===== config.mk =====
export PLATFORM = sky130hd
export DESIGN_NAME = pipe_ctrl
export DESIGN_NICKNAME = d
export VERILOG_FILES = /design/src/rtl/pipe_ctrl.sv
export SDC_FILE = /design/constraint.sdc
export NUM_CORES = 1
export LEC_CHECK = 0
export BUFFER_PORTS_ARGS = -buffer_cell sky130_fd_sc_hd__buf_2
export CAP_MARGIN = 20
export CORE_ASPECT_RATIO = 2
export CORE_MARGIN = 5
export CORE_UTILIZATION = 25
export CTS_BUF_LIST = sky130_fd_sc_hd__clkbuf_8
export CTS_CLUSTER_SIZE = 28
export DETAILED_ROUTE_END_ITERATION = 6
export PLACE_DENSITY = 0.56
export SYNTH_ARGS = -nofsm -noshare
export SYNTH_HDL_FRONTEND = slang
export SYNTH_SLANG_ARGS = --single-unit

===== constraint.sdc =====
create_clock -name clk -period 3.87 [get_ports clk]
set_input_delay 0.5805 -clock clk [delete_from_list [all_inputs] [get_ports clk]]
set_output_delay 0.5805 -clock clk [all_outputs]
set_load 0.02 [all_outputs]

===== src/rtl/pipe_ctrl.sv =====
// Pipeline controller for the 3-stage core. Arbitrates redirect, multi-cycle hold,
// load-use and debug-halt requests into per-stage hold/flush controls and a PC redirect.
// Also keeps a stall-cycle counter and a sticky multi-cycle timeout flag.
module pipe_ctrl #(
  parameter int unsigned MC_TIMEOUT = 64,
  parameter int unsigned CNT_W      = 32
) (
  input  logic             clk,
  input  logic             rst,
  input  logic             jump_en_i,
  input  logic [31:0]      jump_addr_i,
  input  logic             hold_flag_i,
  input  logic             mc_done_i,
  input  logic             load_use_i,
  input  logic             halt_req_i,
  output logic             jump_en_o,
  output logic [31:0]      jump_addr_o,
  output logic             hold_pc_o,
  output logic             hold_if_id_o,
  output logic             hold_id_ex_o,
  output logic             flush_if_id_o,
  output logic             flush_id_ex_o,
  output logic             halt_ack_o,
  output logic             mc_err_o,
  output logic [1:0]       state_o,
  output logic [CNT_W-1:0] stall_cnt_o
);

  localparam int unsigned McW = (MC_TIMEOUT > 2) ? $clog2(MC_TIMEOUT) : 1;
  localparam logic [McW-1:0] McLast = McW'(MC_TIMEOUT - 1);

  typedef enum logic [1:0] {
    StRun    = 2'd0,
    StMcWait = 2'd1,
    StHalt   = 2'd2
  } state_e;

  state_e           state_q, state_d;
  logic [McW-1:0]   mc_cnt_q, mc_cnt_d;
  logic             mc_err_q, mc_err_d;
  logic             halt_ack_q, halt_ack_d;
  logic [CNT_W-1:0] stall_cnt_q, stall_cnt_d;

  assign jump_addr_o = jump_addr_i;
  assign halt_ack_o  = halt_ack_q;
  assign mc_err_o    = mc_err_q;
  assign state_o     = state_q;
  assign stall_cnt_o = stall_cnt_q;

  // Next-state and combinational pipeline controls; reset forces a flushed, frozen front end.
  always_comb begin
    state_d       = state_q;
    mc_cnt_d      = mc_cnt_q;
    mc_err_d      = mc_err_q;
    jump_en_o     = 1'b0;
    hold_pc_o     = 1'b0;
    hold_if_id_o  = 1'b0;
    hold_id_ex_o  = 1'b0;
    flush_if_id_o = 1'b0;
    flush_id_ex_o = 1'b0;

    unique case (state_q)
      StRun: begin
        if (jump_en_i) begin
          jump_en_o     = 1'b1;
          flush_if_id_o = 1'b1;
          flush_id_ex_o = 1'b1;
        end else if (hold_flag_i) begin
          hold_pc_o    = 1'b1;
          hold_if_id_o = 1'b1;
          hold_id_ex_o = 1'b1;
          mc_cnt_d     = '0;
          state_d      = StMcWait;
        end else if (load_use_i) begin
          // One bubble: freeze fetch/decode, inject NOP into execute.
          hold_pc_o     = 1'b1;
          hold_if_id_o  = 1'b1;
          flush_id_ex_o = 1'b1;
        end else if (halt_req_i) begin
          hold_pc_o     = 1'b1;
          flush_if_id_o = 1'b1;
          state_d       = StHalt;
        end
      end
      StMcWait: begin
        if (mc_done_i) begin
          state_d = StRun;
        end else if (mc_cnt_q == McLast) begin
          // Abort the stuck unit and resume; remember the event.
          mc_err_d = 1'b1;
          state_d  = StRun;
        end else begin
          hold_pc_o    = 1'b1;
          hold_if_id_o = 1'b1;
          hold_id_ex_o = 1'b1;
          mc_cnt_d     = mc_cnt_q + 1'b1;
        end
      end
      StHalt: begin
        hold_pc_o     = 1'b1;
        hold_if_id_o  = 1'b1;
        flush_id_ex_o = 1'b1;
        if (!halt_req_i) begin
          state_d = StRun;
        end
      end
      default: begin
        state_d = StRun;
      end
    endcase

    if (rst) begin
      jump_en_o     = 1'b0;
      hold_pc_o     = 1'b1;
      hold_if_id_o  = 1'b0;
      hold_id_ex_o  = 1'b0;
      flush_if_id_o = 1'b1;
      flush_id_ex_o = 1'b1;
    end

    halt_ack_d  = (state_d == StHalt);
    stall_cnt_d = stall_cnt_q + CNT_W'(hold_pc_o);
  end

  // State register with asynchronous active-high reset.
  always_ff @(posedge clk or posedge rst) begin
    if (rst) begin
      state_q     <= StRun;
      mc_cnt_q    <= '0;
      mc_err_q    <= 1'b0;
      halt_ack_q  <= 1'b0;
      stall_cnt_q <= '0;
    end else begin
      state_q     <= state_d;
      mc_cnt_q    <= mc_cnt_d;
      mc_err_q    <= mc_err_d;
      halt_ack_q  <= halt_ack_d;
      stall_cnt_q <= stall_cnt_d;
    end
  end

endmodule


# Word-level counts from Yosys, hierarchy flattened
# Cells that the tools add are included.
[word_totals]
regBits = 42
elab_cells = 62
[classes]
n_addsub = 2
eq_ne = 8
mux = 42
bitwise_logic = 1
n_reduce_logical = 4
[op_table]
columns = ["cell", "n"]
rows = [
  ["$add A32 B1 Y32", 1],
  ["$mux W1", 25],
  ["$mux W6", 4],
  ["$mux W2", 7],
  ["$pmux W6 S2", 1],
  ["$ne A2 B2 Y1 const B", 4],
  ["$add A6 B1 Y6 const B", 1],
  ["$eq A6 B6 Y1 const B", 1],
  ["$pmux W1 S3", 2],
  ["$pmux W2 S3", 1],
  ["$reduce_and A5 Y1", 1],
  ["$eq A2 B2 Y1 const B", 2],
  ["$pmux W1 S2", 2],
  ["$reduce_and A3 Y1", 1],
  ["$eq A2 B1 Y1 const B", 1],
  ["$logic_not A2 Y1", 1],
  ["$reduce_bool A2 Y1", 1],
  ["$not A1 Y1", 1],
]

# Longest topological paths before layout
[depth]
depth_word = 7
mapped_depth = 11

# Worst setup path before layout
# OpenSTA, ideal clock, no wires.
[synth_timing]
kind = "reg2reg"
startpoint = "register mc_cnt_q[0]"
endpoint = "register stall_cnt_q[30] (netlist: stall_cnt_o[30])"
setup_time_ns = 0.129
t_arrival_ns = 3.014
required_time_ns = 3.741
path_slack_ns = 0.727
path_stages_with_launch = 12
path_buffers = 0
period_less_slack_ns = 3.143
cell_sequence = "dfrtp_1 ha_1 and4_1 a211oi_2 nor2_1 o21ai_0 ha_1 ha_1 and4_2 nor4b_4 nand4_1 xnor2_1"
[synth_between]
elab_chain_cells = 6
[synth_rtl]
columns = ["item", "line", "rtl"]
rows = [
  ["start, declared", "39", "logic [McW-1:0] mc_cnt_q, mc_cnt_d;"],
  ["start signal, assigned", "135", "mc_cnt_q <= mc_cnt_d;"],
  ["$eq A6 B6 Y1", "88", "end else if (mc_cnt_q == McLast) begin"],
  ["$mux W1", "88", ""],
  ["$mux W1", "86", "if (mc_done_i) begin"],
  ["$pmux W1 S3", "62", "unique case (state_q)"],
  ["$mux W1", "112", "if (rst) begin"],
  ["named net hold_pc_o", "18", "output logic hold_pc_o,"],
  ["$add A32 B1 Y32", "122", "stall_cnt_d = stall_cnt_q + CNT_W'(hold_pc_o);"],
  ["named net stall_cnt_d[30]", "42", "logic [CNT_W-1:0] stall_cnt_q, stall_cnt_d;"],
  ["end signal, assigned", "138", "stall_cnt_q <= stall_cnt_d;"],
  ["end, declared", "42", ""],
]
# The timed path passes the listed nets, and every way through them passes these cells.
# A chain may end at the register's enable or synchronous reset.

# Worst setup path in the final report
[layout_timing]
startpoint = "register mc_cnt_q[0]"
endpoint = "register stall_cnt_q[18] (netlist: stall_cnt_o[18])"
[layout_between]
elab_chain_cells = 6
[layout_rtl]
columns = ["item", "line"]
rows = [
  ["$eq A6 B6 Y1", "88"],
  ["$mux W1", "88"],
  ["$mux W1", "86"],
  ["$pmux W1 S3", "62"],
  ["$mux W1", "112"],
  ["$add A32 B1 Y32", "122"],
  ["named net stall_cnt_d[18]", "42"],
]
# The timed path passes the listed nets, and every way through them passes these cells.

==> metrics.md <==
| Metric | Value |
|---|---|
| Status | `complete, no violations` |
| DRC errors left | `0` |
| Endpoints failing hold | `0` |
| Final setup TNS | `0 ns` |
| Sw Ratio | `0.3186` |
| FF-to-FF setup slack | `0.78 ns` |
| Power density over cell area | `464.4 mW/mm2` |
| Syn Area/Cell | `10.69 um2` |
| Pre-CTS setup slack | `0.7734 ns` |
| Largest net degree at the start of global routing | `41` |
| Most common cell after layout, fill and taps aside | `buf_2` |
| TritonRoute pass-1 iters | `4` |
| Nets@finish | `274` |
| Most frequent cells in the layout | `buf_2 (48), dfrtp_1 (42), xnor2_1 (23)` |
| Worst Setup End Kind | `register` |
| Clk_lat worst skew | `0.30 ns` |
| Max-cap viol count | `0` |
| Core ar. | `0.008708 mm2` |
| Syn Nets | `251` |
| Initial core utilization | `0.2565` |
| Syn-to-layout area delta | `10.98%` |
| Sequential-to-total area share from yosys stat | `0.4706` |
| Worst Reg-to-Reg Cells | `12` |
| Fmax | `323.5 MHz` |
| DR vias | `1539` |
| Tmin final | `3.092 ns` |
| Fin area | `0.002479 mm2` |
| Diodes inserted | `0` |
| Crit path from | `mc_cnt_q[0]` |
| Leak pwr | `0.001269 uW` |
| Post-synth cell types | `35` |
| Post-Synthesis Cells | `209` |
| Clock share of power | `0.309` |
| Clock buffer depth | `2` |
| Fraction of layout cells with a size suffix above 1 | `0.2845` |
| Synth Register Bits | `42` |
| Final setup margin | `0.7785 ns` |
| TritonCTS clock tree | `done` |
| Flop pwr share | `0.491` |
| Vias per cell | `4.636` |
| Switching power | `366.7 uW` |
| RSZ-0062 raised after global routing | `false` |
| Gp weighted congestion | `0.7467` |
| First-pass GRT wire length | `8.466 mm` |
| Max Slew Vio Count | `0` |
| Top post-synthesis cells by area | `dfrtp_1 (47%), buf_4 (11%), xnor2_1 (9.0%), nand3_1 (3.1%), xor2_1 (3.1%)` |
| Setup Buffers After CTS | `0` |
| Die area | `0.01104 mm2` |
| # IOs | `113` |
| Worst setup path category | `register to register` |
| RR Startpoint | `mc_cnt_q[0]` |
| CTS H-tree depth | `2` |
| Iter 0 DRT Violations | `50` |
| Synth warn | `0` |
| Relative slew slack | `0.5869` |
| Worst-path fanout max | `10` |
| Type of origin of the critical path | `register` |
| Worst-path clk slew | `0.08 ns` |
| Chip height | `143.7 um` |
| Clock buffer count from CTS | `5` |
| Total GRT Usage | `0.09663` |
| Number of global-route vias before repair | `1634` |
| Initial antenna violation count | `0` |
| Site Rows | `48` |
| Post-synth top area cell | `dfrtp_1` |
| Final HPWL DP | `3.817 mm` |
| Worst hold path class | `input port to async pin` |
| Total power | `1151 uW` |
| Mapped Area | `0.002233 mm2` |
| Antenna-violating nets left | `0` |
| Grt ovf | `0` |
| Critical Path AT | `3.27 ns` |
| Combinational group share of total power | `0.200` |
| Routed wire length | `4.938 mm` |
| Worst vdd ir | `0.0001502 V` |
| Clk sinks | `42` |
| Routed wire length per instance | `14.87 um` |
| # setup viols final | `0` |
| DP Area | `0.002366 mm2` |
| Core Util, Final | `0.2846` |
| Die Width | `76.84 um` |
| Worst-case clock skew | `0.006840 ns` |
| # port buffers | `48` |
| Int Pwr | `784.3 uW` |
| Transition time of the tightest slew-check pin | `0.6150 ns` |
| RR Endpoint | `stall_cnt_o[18]` |
| Post-CTS Hold Buffers | `0` |
| Critical path data required time | `4.05 ns` |
| Final period util | `0.7988` |
| CTS root buf | `clkbuf_8` |
| PostCTS Resize Cnt | `0` |
| Share of the synthesized area in the top cell type | `0.4706` |
-- through the flow --
stage               hold slack (ns)  std cells
floorplan                    0.4883        209
global placement             0.4624        325
detailed placement           0.4705        325
CTS                          0.1724        332
global route                 0.1825        332
finish                       0.1890        332
-- cells by family after synthesis --
family	count (synthesis)	synth area share
simple gates	69	0.1927
flops	42	0.4706
buf+inv	41	0.1227
xor+xnor	31	0.1216
compound gates	22	0.07059
fa+ha+maj	3	0.01681
mux	1	0.005042
-- critical path, stage by stage (launching register included) --
cell and delay [ns]:
dfrtp_1 0.43, ha_1 0.25, and4_1 0.23, a211oi_2 0.21, buf_4 0.19, nor2_1 0.04, o21ai_0 0.11, ha_1 0.27
ha_1 0.22, and4_2 0.27, nor4b_4 0.40, nand4_1 0.17, xnor2_1 0.16
-- area by class of cell --
cell class / instances / area (um2)
fill: 905 / 6230
multi-input combinational: 126 / 908.4
clock inverter: 1 / 30.03
tap: 100 / 125.1
timing repair buffer: 50 / 255.2
sequential: 42 / 1051
inverter: 7 / 26.28
clock buffer: 6 / 82.58
-- worst max path at each step --
stage / end / slack, ns / depth (start not counted)
after floorplan: stall_cnt_o[30] / 0.73 / 11
after global placement: stall_cnt_o[30] / 0.90 / 12
after detailed placement: stall_cnt_o[18] / 0.77 / 12
after CTS: stall_cnt_o[18] / 0.74 / 12
after global routing: stall_cnt_o[30] / 0.46 / 12
final: stall_cnt_o[18] / 0.78 / 12
-- power by group through the flow --
| stage | clock [uW] | sequential [uW] | combinational, uW |
|---|---|---|---|
| floorplan | 0 | 607 | 153 |
| global placement | 0 | 573 | 235 |
| detailed placement | 0 | 575 | 237 |
| CTS | 375 | 567 | 237 |
| global route | 392 | 579 | 256 |
| finish | 356 | 566 | 230 |
-- flip-flops by register name, indices dropped and copies added, names as in the netlist --
register	count
stall_cnt_o	32
mc_cnt_q	6
state_o	2
halt_ack_o	1
mc_err_o	1
-- synth_stat cells --
master,instances
xnor2_1,23
mux2_2,1
nor4_4,1
inv_1,7
a31oi_1,2
and4_2,1
nor2_1,11
and3_1,4
nand2b_1,3
a22o_1,2
o21ai_0,4
nand2_1,10
a41oi_1,1
and3_2,1
ha_1,3
nand4_1,9
a31o_2,1
nand4_4,2
o211a_1,2
o21a_1,1
and4_1,3
nand3_1,14
xor2_1,8
dfrtp_1,42
buf_4,32
o21bai_1,2
a211oi_1,1
a21oi_1,4
clkbuf_1,2
a211oi_2,1
and2_1,1
nor4b_1,1
nor3_1,7
nor4b_4,1
o31ai_1,1
-- layer usage --
layer,wire length (um),part of all wire,vias to the layer above,global-route usage
met1,1823,0.37,747,0.1008
li1,-,-,739,-
met4,162,0.033,0,0.06267
met3,329,0.067,15,0.02823
met2,2623,0.53,38,0.1667
met5,0,0,-,0
(Power assumes the default switching activity.)
